File: src/rtl/count_monitor_pkg.sv
// count_monitor_pkg: shared types and constants for the counter monitor
package count_monitor_pkg;
  typedef enum logic [1:0] {IDLE, ACQUIRE, LOCKED} state_t;
  typedef enum logic [1:0] {HOLD, UP, DOWN, ILLEGAL} delta_t;
  localparam logic [15:0] ERR_COUNT_MAX = 16'hFFFF;
endpackage

File: src/rtl/count_delta_classify.sv
// count_delta_classify: combinational step classifier for successive counter samples
//   i_prev      : previous sample (reference)
//   i_count     : current sample
//   o_class     : delta class (HOLD/UP/DOWN/ILLEGAL encoded as delta_t)
//   o_wrap_up   : all-ones -> 0 transition (tied 0 unless COUNT_MONITOR_WRAP_FLAG_EN)
//   o_wrap_down : 0 -> all-ones transition (tied 0 unless COUNT_MONITOR_WRAP_FLAG_EN)
module count_delta_classify
  import count_monitor_pkg::*;
#(
  parameter int WIDTH = 8
) (
  input  logic [WIDTH-1:0] i_prev,
  input  logic [WIDTH-1:0] i_count,
  output logic [1:0]       o_class,
  output logic             o_wrap_up,
  output logic             o_wrap_down
);
  logic [WIDTH-1:0] w_delta;
  delta_t           w_class;
  assign w_delta = i_count - i_prev;
  assign w_class = (w_delta == '0) ? HOLD :
                   (w_delta == WIDTH'(1)) ? UP :
                   (w_delta == '1) ? DOWN : ILLEGAL;
  assign o_class = w_class;
`ifdef COUNT_MONITOR_WRAP_FLAG_EN
  assign o_wrap_up   = (i_prev == '1) && (i_count == '0);
  assign o_wrap_down = (i_prev == '0) && (i_count == '1);
`else
  assign o_wrap_up   = 1'b0;
  assign o_wrap_down = 1'b0;
`endif
endmodule

File: src/rtl/count_monitor.sv
// count_monitor: validates an up/down counter stream and extends it to a signed position
//   i_clk, i_rst_n (async active-low), i_sample_valid, i_count_in[WIDTH]
//   o_dir_out, o_dir_change, o_step_err, o_locked, o_position[ACC_WIDTH],
//   o_err_count[16], o_wrap_up, o_wrap_down
//   Optional wrap pulses enabled by defining COUNT_MONITOR_WRAP_FLAG_EN.
module count_monitor
  import count_monitor_pkg::*;
#(
  parameter int WIDTH     = 8,
  parameter int ACC_WIDTH = 32,
  parameter int LOCK_RUN  = 4
) (
  input  logic                 i_clk,
  input  logic                 i_rst_n,
  input  logic                 i_sample_valid,
  input  logic [WIDTH-1:0]     i_count_in,
  output logic                 o_dir_out,
  output logic                 o_dir_change,
  output logic                 o_step_err,
  output logic                 o_locked,
  output logic [ACC_WIDTH-1:0] o_position,
  output logic [15:0]          o_err_count,
  output logic                 o_wrap_up,
  output logic                 o_wrap_down
);
  state_t               r_state, w_state_nx;
  logic [7:0]           r_run, w_run_nx;
  logic [WIDTH-1:0]     r_prev;
  logic                 r_dir, r_dir_change, r_step_err;
  logic [ACC_WIDTH-1:0] r_position;
  logic [15:0]          r_err_count;
  logic [1:0]           w_class_bits;
  delta_t               w_class;
  logic                 w_active, w_step;
`ifdef COUNT_MONITOR_WRAP_FLAG_EN
  logic w_wrap_up, w_wrap_down, r_wrap_up, r_wrap_down;
`endif
  count_delta_classify #(.WIDTH(WIDTH)) u_classify (
    .i_prev     (r_prev),
    .i_count    (i_count_in),
    .o_class    (w_class_bits),
`ifdef COUNT_MONITOR_WRAP_FLAG_EN
    .o_wrap_up  (w_wrap_up),
    .o_wrap_down(w_wrap_down)
`else
    .o_wrap_up  (o_wrap_up),
    .o_wrap_down(o_wrap_down)
`endif
  );
  assign w_class  = delta_t'(w_class_bits);
  // IDLE samples only seed the reference; they are never classified
  assign w_active = i_sample_valid && (r_state != IDLE);
  assign w_step   = (w_class == UP) || (w_class == DOWN);
  always_ff @(posedge i_clk or negedge i_rst_n) begin
    if (!i_rst_n) begin
      r_state <= IDLE;
      r_run   <= '0;
    end else begin
      r_state <= w_state_nx;
      r_run   <= w_run_nx;
    end
  end
  always_comb begin
    w_state_nx = r_state;
    w_run_nx   = r_run;
    if (i_sample_valid) begin
      case (r_state)
        IDLE: w_state_nx = ACQUIRE;
        ACQUIRE: begin
          if (w_step) begin
            w_run_nx   = r_run + 8'd1;
            w_state_nx = (r_run + 8'd1 == 8'(LOCK_RUN)) ? LOCKED : ACQUIRE;
          end else if (w_class == ILLEGAL) begin
            w_run_nx = '0;
          end
        end
        LOCKED: begin
          if (w_class == ILLEGAL) begin
            w_state_nx = ACQUIRE;
            w_run_nx   = '0;
          end
        end
        default: w_state_nx = IDLE;
      endcase
    end
  end
  always_ff @(posedge i_clk or negedge i_rst_n) begin
    if (!i_rst_n) begin
      r_prev       <= '0;
      r_dir        <= 1'b1;
      r_dir_change <= 1'b0;
      r_step_err   <= 1'b0;
      r_position   <= '0;
      r_err_count  <= '0;
    end else begin
      r_dir_change <= 1'b0;
      r_step_err   <= 1'b0;
      if (i_sample_valid) r_prev <= i_count_in;
      if (w_active && w_step) begin
        r_dir        <= (w_class == UP);
        r_dir_change <= (w_class == UP) != r_dir;
        r_position   <= (w_class == UP) ? r_position + ACC_WIDTH'(1) : r_position - ACC_WIDTH'(1);
      end
      if (w_active && (w_class == ILLEGAL)) begin
        r_step_err  <= 1'b1;
        r_err_count <= (r_err_count == ERR_COUNT_MAX) ? r_err_count : r_err_count + 16'd1;
      end
    end
  end
`ifdef COUNT_MONITOR_WRAP_FLAG_EN
  always_ff @(posedge i_clk or negedge i_rst_n) begin
    if (!i_rst_n) begin
      r_wrap_up   <= 1'b0;
      r_wrap_down <= 1'b0;
    end else begin
      r_wrap_up   <= w_active && w_wrap_up;
      r_wrap_down <= w_active && w_wrap_down;
    end
  end
  assign o_wrap_up   = r_wrap_up;
  assign o_wrap_down = r_wrap_down;
`endif
  assign o_dir_out    = r_dir;
  assign o_dir_change = r_dir_change;
  assign o_step_err   = r_step_err;
  assign o_locked     = (r_state == LOCKED);
  assign o_position   = r_position;
  assign o_err_count  = r_err_count;
endmodule

File: config.mk
export PLATFORM = sky130hd
export DESIGN_NAME = count_monitor
export DESIGN_NICKNAME = d
export VERILOG_FILES = /design/src/rtl/count_monitor_pkg.sv /design/src/rtl/count_delta_classify.sv /design/src/rtl/count_monitor.sv
export SDC_FILE = /design/constraint.sdc
export NUM_CORES = 1
export LEC_CHECK = 0
export ABC_AREA = 1
export ABC_CLOCK_PERIOD_IN_PS = 12000
export CORE_MARGIN = 10
export CORE_UTILIZATION = 54
export CTS_BUF_LIST = sky130_fd_sc_hd__clkbuf_4 sky130_fd_sc_hd__clkbuf_8
export CTS_CLUSTER_DIAMETER = 30
export CTS_CLUSTER_SIZE = 30
export DETAILED_ROUTE_END_ITERATION = 8
export PLACE_DENSITY = 0.77
export REMOVE_ABC_BUFFERS = 1
export SLEW_MARGIN = 20
export SYNTH_ARGS = -nofsm -noshare
export SYNTH_HDL_FRONTEND = slang
export SYNTH_SLANG_ARGS = --single-unit
File: constraint.sdc
create_clock -name i_clk -period 12 [get_ports i_clk]
set_input_delay 3.6 -clock i_clk [delete_from_list [all_inputs] [get_ports i_clk]]
set_output_delay 3.6 -clock i_clk [all_outputs]
set_load 0.03 [all_outputs]
* Yosys cells after proc, flatten, opt, wreduce, memory -nomap -nowiden
Index checks and enable logic that the tools add are counted.
** Operators by class
- Shifts and indexed selects :: 0
- $add $sub $neg :: 5
- Bitwise operators :: 1
- Reduce and logical (&&, ||, !) cells :: 11
- Eq/ne operators :: 12
- Muxes and demuxes :: 13
- $lt $le $gt $ge :: 0
- Multiply operators :: 0
- Divide/modulo/power cells :: 0
** Operators with widths (number)
- 32-bit by 1-bit adder with 32-bit output (second input constant) :: 1
- 32-bit 2-to-1 mux :: 1
- 32-bit by 1-bit subtractor with 32-bit output (second input constant) :: 1
- 16-bit by 1-bit adder with 16-bit output (second input constant) :: 1
- 16-bit equality test (second input constant) :: 1
- 8-bit 2-to-1 mux :: 2
- 8-bit one-hot mux with 2 select lines :: 1
- 2-bit 2-to-1 mux :: 5
- 8-bit by 1-bit adder with 8-bit output (second input constant) :: 1
- 8-bit by 1-bit equality test with 1-bit output (second input constant) :: 1
- 8-bit by 3-bit equality test with 1-bit output (second input constant) :: 1
- 8-bit equality test (second input constant) :: 1
- 8-bit logical NOT :: 1
- 8-bit subtractor :: 1
- 2-bit equality test (second input constant) :: 3
- 2-bit one-hot mux with 3 select lines :: 1
- 2-bit by 1-bit equality test with 1-bit output (second input constant) :: 2
- 2-bit AND reduction :: 2
- 2-bit nonzero test :: 2
- 1-bit logical AND :: 3
- 1-bit 2-to-1 mux :: 3
- 3-bit AND reduction :: 1
- 2-bit logical NOT :: 1
- 2-bit by 1-bit inequality test with 1-bit output (second input constant) :: 1
- other kinds (4) :: 4
** Word-level totals
- Bits in writable memories :: 0
- Logic and storage cells :: 50
- Flip-flop bits (word level) :: 69
- Memories kept :: 0
- Output and inout bits :: 54
- Input bits :: 11
- Latch bits :: 0
- Memory bits (read-only) :: 0

* Longest topological paths before layout
Gate-level depths: netlist of the first run.
- Depth after elaboration :: 9
- Mapped depth :: 28
- Depth with buffers taken out :: 28

* Modules after synthesis
A second synthesis of the first run with hierarchy kept.
** Unflattened totals
- Cells, all modules :: 901
- Area total of the unflattened synthesis :: 5890.6 µm²
** Modules (own cells, without submodules)
- count_monitor :: instances 1, cells each 805, area each 5383.9 µm², sequential area each 1727.9 µm²
- count_delta_classify :: instances 1, cells each 96, area each 506.7 µm², sequential area each 0.0 µm²

* Worst setup path after synthesis of the first run
Ideal clock, no wire load.
- Path type :: input -> register
- Start point :: input port i_count_in[0]
- End point :: register r_position[29] (netlist: o_position[29])
- Stages on the path :: 26
- Slack :: 4.925 ns
- Library setup time :: 0.117 ns
- Required time :: 11.883 ns
- Arrival time :: 6.958 ns
- Path buffers :: 0
- Cell sequence :: inv_1 > ha_1 > inv_1 > fa_1 > nand3_1 > nand2_1 > nand3_1 > nand2_1 > nand2_1 > nand2_1 > nor2_1 > nand3_1 > nand2_1 > inv_1 > ha_1 > inv_1 > ha_1 > or2_2 > nand3_1 > nand2_1 > nand2_1 > nand2_1 > nand2_1 > nand3_1 > nand3_1 > nand2_1
** Between the ends
- Word-level cells in the longest chain between the ends :: 8
- Elaborated cells between the ends (all ways) :: 12
- Classes of those cells :: add/sub: 1; eq/ne: 4; mux: 4; reduce/logical: 3
** RTL lines
- from (decl) :: line count_monitor.sv:16 : input logic [WIDTH-1:0] i_count_in,
- 8-bit subtractor * :: line count_delta_classify.sv:20 : assign w_delta = i_count - i_prev;
- 8-bit equality test :: line count_delta_classify.sv:23 : (w_delta == '1) ? DOWN : ILLEGAL;
- 1-bit 2-to-1 mux :: line count_delta_classify.sv:23
- 2-bit 2-to-1 mux :: line count_delta_classify.sv:22 : (w_delta == WIDTH'(1)) ? UP :
- 2-bit 2-to-1 mux * :: line count_delta_classify.sv:21 : assign w_class = (w_delta == '0) ? HOLD :
- 2-bit by 1-bit equality test with 1-bit output or 2-bit equality test (tied branches) :: line count_monitor.sv:53, count_monitor.sv:102
- 1-bit logical OR :: line count_monitor.sv:53 : assign w_step = (w_class == UP) || (w_class == DOWN);
- 1-bit logical AND :: line count_monitor.sv:99 : if (w_active && w_step) begin
- to (signal assigned) :: line count_monitor.sv:102 : r_position <= (w_class == UP) ? r_position + ACC_WIDTH'(1) : r_position - ACC_WIDTH'(1);
- to (decl) :: line count_monitor.sv:30 : logic [ACC_WIDTH-1:0] r_position;
Mark *: on every way between the ends. The rest lies on a longest branch, timed or not.
A chain may end at the register's enable or synchronous reset.

* Final worst setup path of the first run
- Start point :: input port i_count_in[0]
- End point :: register r_position[31] (netlist: o_position[31])
Same word-level chain as after synthesis.

==> results.sh, run 1 <==
export IMPL_clkTransAtPathRegs_ns=0.09
export IMPL_grt_max_degree=70
export IMPL_async_flop_share_pct=100
export IMPL_drv_cap=0
export IMPL_synth_edf_count=0
export IMPL_fp_dieW_um=123
export IMPL_vias=5436
export IMPL_antenna_left=0
export IMPL_drc=0
export IMPL_rows=37
export IMPL_setup_viol=0
export IMPL_critical_path_arrival_ns=8.01
export IMPL_viasPerCell=5.01
export IMPL_min_path_type="reg -> reg"
export IMPL_port_buffers=62
export IMPL_fin_crit_sh_pct=64.7
export IMPL_ioPinCount=65
export IMPL_cp_start_kind="primary input"
export IMPL_clockBufferDepth=2
export IMPL_cts_root_buffer="clkbuf_8"
export IMPL_overflow=0
export IMPL_cts_htree_levels=3
export IMPL_run_status="complete, no violations"
export IMPL_cp_end_kind="flop"
export IMPL_slew_headroom_pct=26.4
export IMPL_antenna_found_initial=0
export IMPL_die_area_um2=15200
export IMPL_fmax_mhz=129
export IMPL_synth_area_per_cell_um2=6.55
export IMPL_maxSlewViolCount=0
export IMPL_areaGrowthSynthToFinish_pct=16.8
export IMPL_post_cts_buffers=0
export IMPL_drive_gt1_share_pct=3.37
export IMPL_gr_usage_all_layers_pct=18.3
export IMPL_leakage_nw=3.75
export IMPL_finalHoldViolCount=0
export IMPL_synthFlopType="dfrtp_1"
export IMPL_coreArea_um2=10400
export IMPL_required_ns=12.24
export IMPL_seq_area_frac_synth_pct=30.0
export IMPL_syn_inst=879
export IMPL_peakVddDrop_uv=121
export IMPL_numCtsBuffers=9
export IMPL_cts_tree="yes"
export IMPL_dp_hpwl_um=10400
export IMPL_hold_ws_ns=0.503
export IMPL_clock_latency_ns=0.36
export IMPL_grt_first_pass_wirelength_um=22800
export IMPL_chipHeight_um=123
export IMPL_grt_pass1_vias=5078
export IMPL_num_nets_final=1004
export IMPL_wirelength_um=13500
export IMPL_wl_per_cell_um=12.5
export IMPL_r2r_start="r_prev[0]"
export IMPL_rsz0062_at_grt="false"
export IMPL_p_per_area_nw_per_um2=279
export IMPL_cp_max_fo=31
export IMPL_yosys_warnings=0
export IMPL_gp_congestion=0.941
export IMPL_final_min_clock_period_ns=7.77
export IMPL_diodes=0
export IMPL_clock_skew_ns=0.0142
export IMPL_crit_start="i_count_in[0]"
export IMPL_dr_pass1_iters=6
export IMPL_setup_tns_ns=0
export IMPL_critPathKind="in -> reg"
export IMPL_ys_types=35
export IMPL_holdBufCountCts=0
export IMPL_synth_ff_latch_count=69
export IMPL_cts_resized=0
export IMPL_cts_sinks=69
export IMPL_syn_cell_area_um2=5760
export IMPL_drtIter0Drc=279
export IMPL_worstMarginPinSlew_ns=1.10
export IMPL_start_util_pct=55.5
export IMPL_hold_path_startpoint="r_prev[7]"
==> where the power goes <==
group,internal (mW),switching [mW],total (mW)
Clock,0.125,0.103,0.228
Combinational,0.468,0.843,1.31
Sequential,0.285,0.0531,0.338
Total,0.877,1.00,1.88
==> cells by family after synthesis <==
| group | share of synthesized area (%) |
|---|---|
| AND/OR/NAND/NOR | 35.1 |
| buffers and inverters | 11.1 |
| flip-flops | 30.0 |
| AO/OA/AOI/OAI | 6.43 |
| adder cells (fa/ha/maj) | 10.9 |
| XOR/XNOR | 6.39 |
| other | 0.0651 |
==> layout by cell type (no fill, tap or decap), types with 4 or more instances in the layout <==
master             n
nand2_1          331
inv_1            151
dfrtp_1           68
nand3_1           64
nor2_1            61
clkdlybuf4s50_1   61
ha_1              47
a21oi_1           26
o21ai_0           25
xor2_1            21
xnor2_1           21
nor3_1            10
clkbuf_8          10
nand3b_1           6
nand4_1            5
o21ai_1            4
==> final cells by class <==
type / instances / area (um2)
inverters: 154 / 578
fillers: 982 / 3640
clock buffers: 10 / 138
multi-input cells: 647 / 3390
repair buffers: 63 / 626
well taps: 136 / 170
flip-flops and latches: 69 / 1730
clock inverters: 6 / 95.1
==> stage by stage <==
step	setup slack (ns)	instances	cell area [um2]	util, %	total power [mW]
global placement	3.92	1069	6500	62.6	1.63
finish	4.23	1085	6730	64.9	1.88
floorplan	4.92	870	5700	-	1.31
global route	3.81	1085	6730	64.9	2.07
detailed placement	3.83	1069	6500	62.6	1.64
CTS	4.19	1085	6730	64.9	1.87
==> cell usage after synthesis (all sizes together), types with 2 or more instances <==
cell type  instances  area (um2)
nand2            331        1240
inv              154         578
dfrtp             68        1700
nand3             64         320
nor2              62         235
ha                47         588
o21ai             30         154
a21oi             26         130
xnor2             21         184
xor2              21         184
nor3              15         113
buf                6        47.5
nand3b             6        45.0
nand4              5        31.3
clkbuf             4        15.0
a22o               3        26.3
o21bai             3        22.5
a21o               2        15.0
fa                 2        40.0
or2                2        12.5
==> state kept, by name, summed over array words and instances, names as in the netlist <==
| signal | cells |
|---|---|
| o_position | 32 |
| o_err_count | 16 |
| r_prev | 8 |
| r_run | 8 |
| r_state | 2 |
| o_dir_change | 1 |
| o_dir_out | 1 |
| o_step_err | 1 |
==> critical path, stage by stage <==
cell,delay (ns)
clkdlybuf4s50_1,0.39
inv_1,0.09
ha_1,0.15
inv_1,0.05
fa_1,0.39
nand3_1,0.08
nand2_1,0.07
nand3_1,0.09
nand2_1,0.06
nand2_1,0.06
nand2_1,0.06
nor2_1,0.13
nand3_1,0.08
nand2_1,0.06
inv_1,0.05
ha_1,0.26
inv_1,0.82
ha_1,0.46
or2_2,0.31
nand3_1,0.09
nand2_1,0.12
nand2_1,0.09
nand2_1,0.11
nand2_1,0.10
nand3_1,0.07
nand3_1,0.09
nand2_1,0.06
==> worst paths after layout <==
check / endpoint / slack [ns] / cells past startpoint
setup / recovery: o_position[31] / 4.23 / 27
hold / removal: r_prev[7] / 0.50 / 2
setup reg to reg: o_position[31] / 7.57 / 25
hold reg to reg: r_prev[7] / 0.50 / 2
max in group asynchronous: o_err_count[8] / 8.06 / 1
min in group asynchronous: o_position[9] / 3.36 / 1
==> metal layers <==
metal / vias to the layer above / routed length (um) / share of wire (%) / track usage [%]
met5: - / 0 / 0 / 0
met4: 0 / 267 / 2.0 / 6.26
met3: 25 / 705 / 5.2 / 3.01
met2: 119 / 6080 / 45 / 29.9
met1: 2441 / 6480 / 48 / 24.0
li1: 2851 / - / - / -
Note: power is estimated with default switching activity, not from simulation.
==> run 2, diff against run 1 <==
ABC_CLOCK_PERIOD_IN_PS = 7740   (was 12000)
clock period = 7.74 ns   (was 12 ns; I/O delays follow)
==> results.sh, run 2 (synthesis results as in run 1) <==
export IMPL_drv_cap=0
export IMPL_cts_resized=0
export IMPL_wl_per_cell_um=12.5
export IMPL_drc=0
export IMPL_numCtsBuffers=9
export IMPL_clock_skew_ns=0.0158
export IMPL_cp_end_kind="flop"
export IMPL_drive_gt1_share_pct=3.58
export IMPL_slew_headroom_pct=40.6
export IMPL_critPathSlowestCell="inv_1"
export IMPL_dp_hpwl_um=10600
export IMPL_die_area_um2=15200
export IMPL_critical_path_arrival_ns=6.57
export IMPL_peakVddDrop_uv=192
export IMPL_cts_htree_levels=3
export IMPL_port_buffers=62
export IMPL_antenna_left=0
export IMPL_placed_area_um2=6510
export IMPL_cp_start_kind="primary input"
export IMPL_fin_crit_sh_pct=81.6
export IMPL_dr_pass1_iters=5
export IMPL_grt_first_pass_wirelength_um=23600
export IMPL_finalHoldViolCount=0
export IMPL_critPathKind="in -> reg"
export IMPL_setup_tns_ns=0
export IMPL_clkTransAtPathRegs_ns=0.09
export IMPL_holdBufCountCts=0
export IMPL_post_cts_buffers=0
export IMPL_fmax_mhz=158
export IMPL_layout_commonest_cell="nand2_1"
export IMPL_rsz0062_at_grt="false"
export IMPL_required_ns=7.99
export IMPL_grt_pass1_vias=5209
export IMPL_worstMarginPinSlew_ns=0.891
export IMPL_final_cell_mix="331 x nand2_1, 151 x inv_1, 68 x dfrtp_1"
export IMPL_largest_reg_flops=32
export IMPL_clockBufferDepth=2
export IMPL_gp_congestion=0.933
export IMPL_p_per_area_nw_per_um2=428
export IMPL_vias=5391
export IMPL_cpPeakStageDelay_ns=0.67
export IMPL_drtIter0Drc=294
export IMPL_wirelength_um=13600
export IMPL_cts_sinks=69
export IMPL_cts_tree="yes"
export IMPL_viasPerCell=4.96
export IMPL_leakage_nw=3.75
export IMPL_antenna_found_initial=0
export IMPL_areaGrowthSynthToFinish_pct=16.6
export IMPL_rows=37
export IMPL_maxSlewViolCount=0
export IMPL_final_min_clock_period_ns=6.32
export IMPL_cts_root_buffer="clkbuf_8"
export IMPL_start_util_pct=55.5
export IMPL_overflow=0
export IMPL_fp_dieW_um=123
export IMPL_crit_path_frequent_cell="nand2_1"
export IMPL_setup_viol=0
export IMPL_cp_max_fo=24
export IMPL_chipHeight_um=123
export IMPL_num_nets_final=1006
export IMPL_diodes=0
export IMPL_final_util_pct=64.8
export IMPL_final_area_um2=6720
export IMPL_clock_latency_ns=0.35
export IMPL_ioPinCount=65
export IMPL_grt_max_degree=70
export IMPL_run_status="complete, no violations"
export IMPL_gr_usage_all_layers_pct=18.9
export IMPL_min_path_type="reg -> reg"
export IMPL_coreArea_um2=10400
run 2: path summary, 6_finish.rpt:
check | from | end | slack [ns] | cells past startpoint
worst min register to register | r_prev[7] | r_prev[7] | 0.51 | 2
worst max register to register | r_prev[0] | o_position[21] | 3.49 | 25
min in group asynchronous | i_rst_n | o_position[8] | 2.08 | 1
worst min-delay path | r_prev[7] | r_prev[7] | 0.51 | 2
max in group asynchronous | i_rst_n | o_position[29] | 5.07 | 1
worst max-delay path | i_count_in[0] | o_position[21] | 1.42 | 27
run 2: cell type report:
type,instances,area (um2)
Clock buffer,10,138
Clock inverter,6,68.8
Fill cell,966,3650
Inverter,154,578
Multi-Input combinational cell,647,3390
Sequential cell,69,1730
Tap cell,136,170
Timing Repair Buffer,65,641
run 2: critical path, delay by kind of cell:
| kind | cells | cell delay (ns) |
|---|---|---|
| and+or+nand+nor | 18 | 1.76 |
| adders and majority gates | 4 | 1.24 |
| buffers and inverters | 5 | 1.26 |
run 2: where the power goes:
part | leakage, nW | internal (mW) | switching [mW]
sequential | 0.903 | 0.441 | 0.0808
clock | 0.103 | 0.160 | 0.158
combinational | 2.74 | 0.727 | 1.31
run 2: metal layers:
metal | global-route usage (%) | share of wire (%) | wire, um
met4 | 6.11 | 2.1 | 282
met1 | 24.0 | 48 | 6520
met3 | 4.28 | 5.6 | 765
met2 | 31.0 | 45 | 6070
met5 | 0 | 0 | 0
run 2: per-stage QoR:
step | hold slack [ns] | worst slack (ns) | std cells | total power [mW]
after global placement | 0.475 | 1.09 | 1071 | 2.53
after CTS | 0.513 | 1.38 | 1087 | 2.88
final | 0.506 | 1.42 | 1087 | 2.88
after global routing | 0.546 | 0.987 | 1087 | 3.21
after floorplan | 0.463 | 1.94 | 870 | 2.03
after detailed placement | 0.496 | 1.01 | 1071 | 2.55
==> run 3, diff against run 2 <==
ABC_CLOCK_PERIOD_IN_PS = 6100   (was 7740)
clock period = 6.1 ns   (was 7.74 ns; I/O delays follow)
==> results.sh, run 3 (synthesis results as in run 1) <==
export IMPL_run_status="complete, no violations"
export IMPL_drv_cap=0
export IMPL_critPathSlowestCell="ha_1"
export IMPL_critical_path_arrival_ns=5.63
export IMPL_leakage_nw=3.74
export IMPL_overflow=0
export IMPL_cp_max_fo=31
export IMPL_fmax_mhz=186
export IMPL_slew_headroom_pct=42.0
export IMPL_rsz0062_at_grt="false"
export IMPL_min_to="r_prev[7]"
export IMPL_ioPinCount=65
export IMPL_grt_max_degree=70
export IMPL_wirelength_um=13800
export IMPL_vias=5378
export IMPL_layout_commonest_cell="nand2_1"
export IMPL_clkTransAtPathRegs_ns=0.08
export IMPL_gr_usage_all_layers_pct=18.8
export IMPL_cp_end_kind="flop"
export IMPL_cts_tree="yes"
export IMPL_antenna_found_initial=0
export IMPL_critPathKind="in -> reg"
export IMPL_crit_path_frequent_cell="nand2_1"
export IMPL_port_buffers=62
export IMPL_grt_first_pass_wirelength_um=23500
export IMPL_cts_resized=0
export IMPL_clock_latency_ns=0.36
export IMPL_final_cell_mix="331 x nand2_1, 151 x inv_1, 68 x dfrtp_1"
export IMPL_reg2reg_slack_ns=2.29
export IMPL_wl_per_cell_um=12.7
export IMPL_finalHoldViolCount=0
export IMPL_cp_start_kind="primary input"
export IMPL_num_fill_cells=980
export IMPL_die_area_um2=15200
export IMPL_fin_crit_sh_pct=88.3
export IMPL_coreArea_um2=10400
export IMPL_worstMarginPinSlew_ns=0.871
export IMPL_maxSlewViolCount=0
export IMPL_peakVddDrop_uv=209
export IMPL_antenna_left=0
export IMPL_final_min_clock_period_ns=5.39
export IMPL_chipHeight_um=123
export IMPL_cpPeakStageDelay_ns=0.41
export IMPL_num_nets_final=1005
export IMPL_dr_pass1_iters=4
export IMPL_areaGrowthSynthToFinish_pct=16.4
export IMPL_grt_pass1_vias=5262
export IMPL_hold_ws_ns=0.501
export IMPL_r2r_end="o_position[30]"
export IMPL_post_cts_buffers=0
export IMPL_setup_tns_ns=0
export IMPL_multiInputGateArea_um2=3390
export IMPL_drc=0
export IMPL_whs_path_depth=2
export IMPL_p_per_area_nw_per_um2=543
export IMPL_largest_reg_flops=32
export IMPL_numCtsBuffers=9
export IMPL_cts_htree_levels=3
export IMPL_r2r_cells=27
export IMPL_drive_gt1_share_pct=3.37
export IMPL_viasPerCell=4.96
export IMPL_hold_path_startpoint="r_prev[7]"
export IMPL_holdBufCountCts=0
export IMPL_setup_viol=0
export IMPL_clock_skew_ns=0.0143
export IMPL_cts_root_buffer="clkbuf_8"
export IMPL_rows=37
export IMPL_diodes=0
export IMPL_fp_dieW_um=123
export IMPL_start_util_pct=55.5
export IMPL_gp_congestion=0.982
export IMPL_ff_latch_area_um2=1730
export IMPL_min_path_type="reg -> reg"
export IMPL_required_ns=6.35
export IMPL_r2r_start="r_prev[0]"
export IMPL_cts_sinks=69
export IMPL_drtIter0Drc=305
export IMPL_clockBufferDepth=2
export IMPL_dp_hpwl_um=10600
## run 3: cell types whose count changed in the layout (fill, tap and decap cells not counted), sizes merged
cell,delta
clkinv,+2
clkbuf,-1
inv,-2
buf,-1
## run 3: power by group
| group | switching, mW | total [mW] | internal (mW) |
|---|---|---|---|
| combinational | 1.67 | 2.60 | 0.923 |
| sequential | 0.103 | 0.663 | 0.560 |
| clock | 0.193 | 0.380 | 0.187 |
| total | 1.97 | 3.64 | 1.67 |
## run 3: worst max-delay path: cells and delay by family
kind / cells / cell delay, ns
AND/OR/NAND/NOR: 20 / 1.73
adder cells (fa/ha/maj): 4 / 1.22
buffers and inverters: 5 / 0.82
## run 3: worst max-delay path by stage
stage	from	end	slack, ns
4_1_cts	i_count_in[0]	o_position[31]	0.70
3_5_place_dp	i_count_in[0]	o_position[23]	0.34
6_report	i_count_in[0]	o_position[30]	0.71
5_1_grt	i_count_in[0]	o_position[30]	0.23
2_1_floorplan	i_count_in[0]	o_position[29]	0.79
3_3_place_gp	i_count_in[0]	o_position[28]	0.44
## run 3: layout make-up
cell class                      instances  share of cell area (%)
Sequential cell                        69                    25.8
Timing Repair Buffer                   64                    9.63
Tap cell                              136                    2.54
Clock inverter                          6                   0.970
Clock buffer                            9                    1.85
Inverter                              154                    8.62
Multi-Input combinational cell        647                    50.6
## run 3: metrics by stage
step | util, % | cell area, um2 | setup slack [ns] | power [mW] | cells
after floorplan | - | 5700 | 0.794 | 2.58 | 870
final | 64.7 | 6710 | 0.713 | 3.64 | 1085
after CTS | 64.7 | 6710 | 0.702 | 3.63 | 1085
after global placement | 62.8 | 6520 | 0.436 | 3.21 | 1070
after detailed placement | 62.8 | 6520 | 0.344 | 3.23 | 1070
after global routing | 64.7 | 6710 | 0.231 | 4.05 | 1085
## run 3: routing by layer
| metal | global-route usage, % | up-vias | wire length, um |
|---|---|---|---|
| met5 | 0 | - | 0 |
| met4 | 7.28 | 0 | 369 |
| met3 | 3.51 | 28 | 773 |
| met2 | 31.3 | 119 | 6160 |
| met1 | 23.7 | 2385 | 6470 |
| li1 | - | 2846 | - |
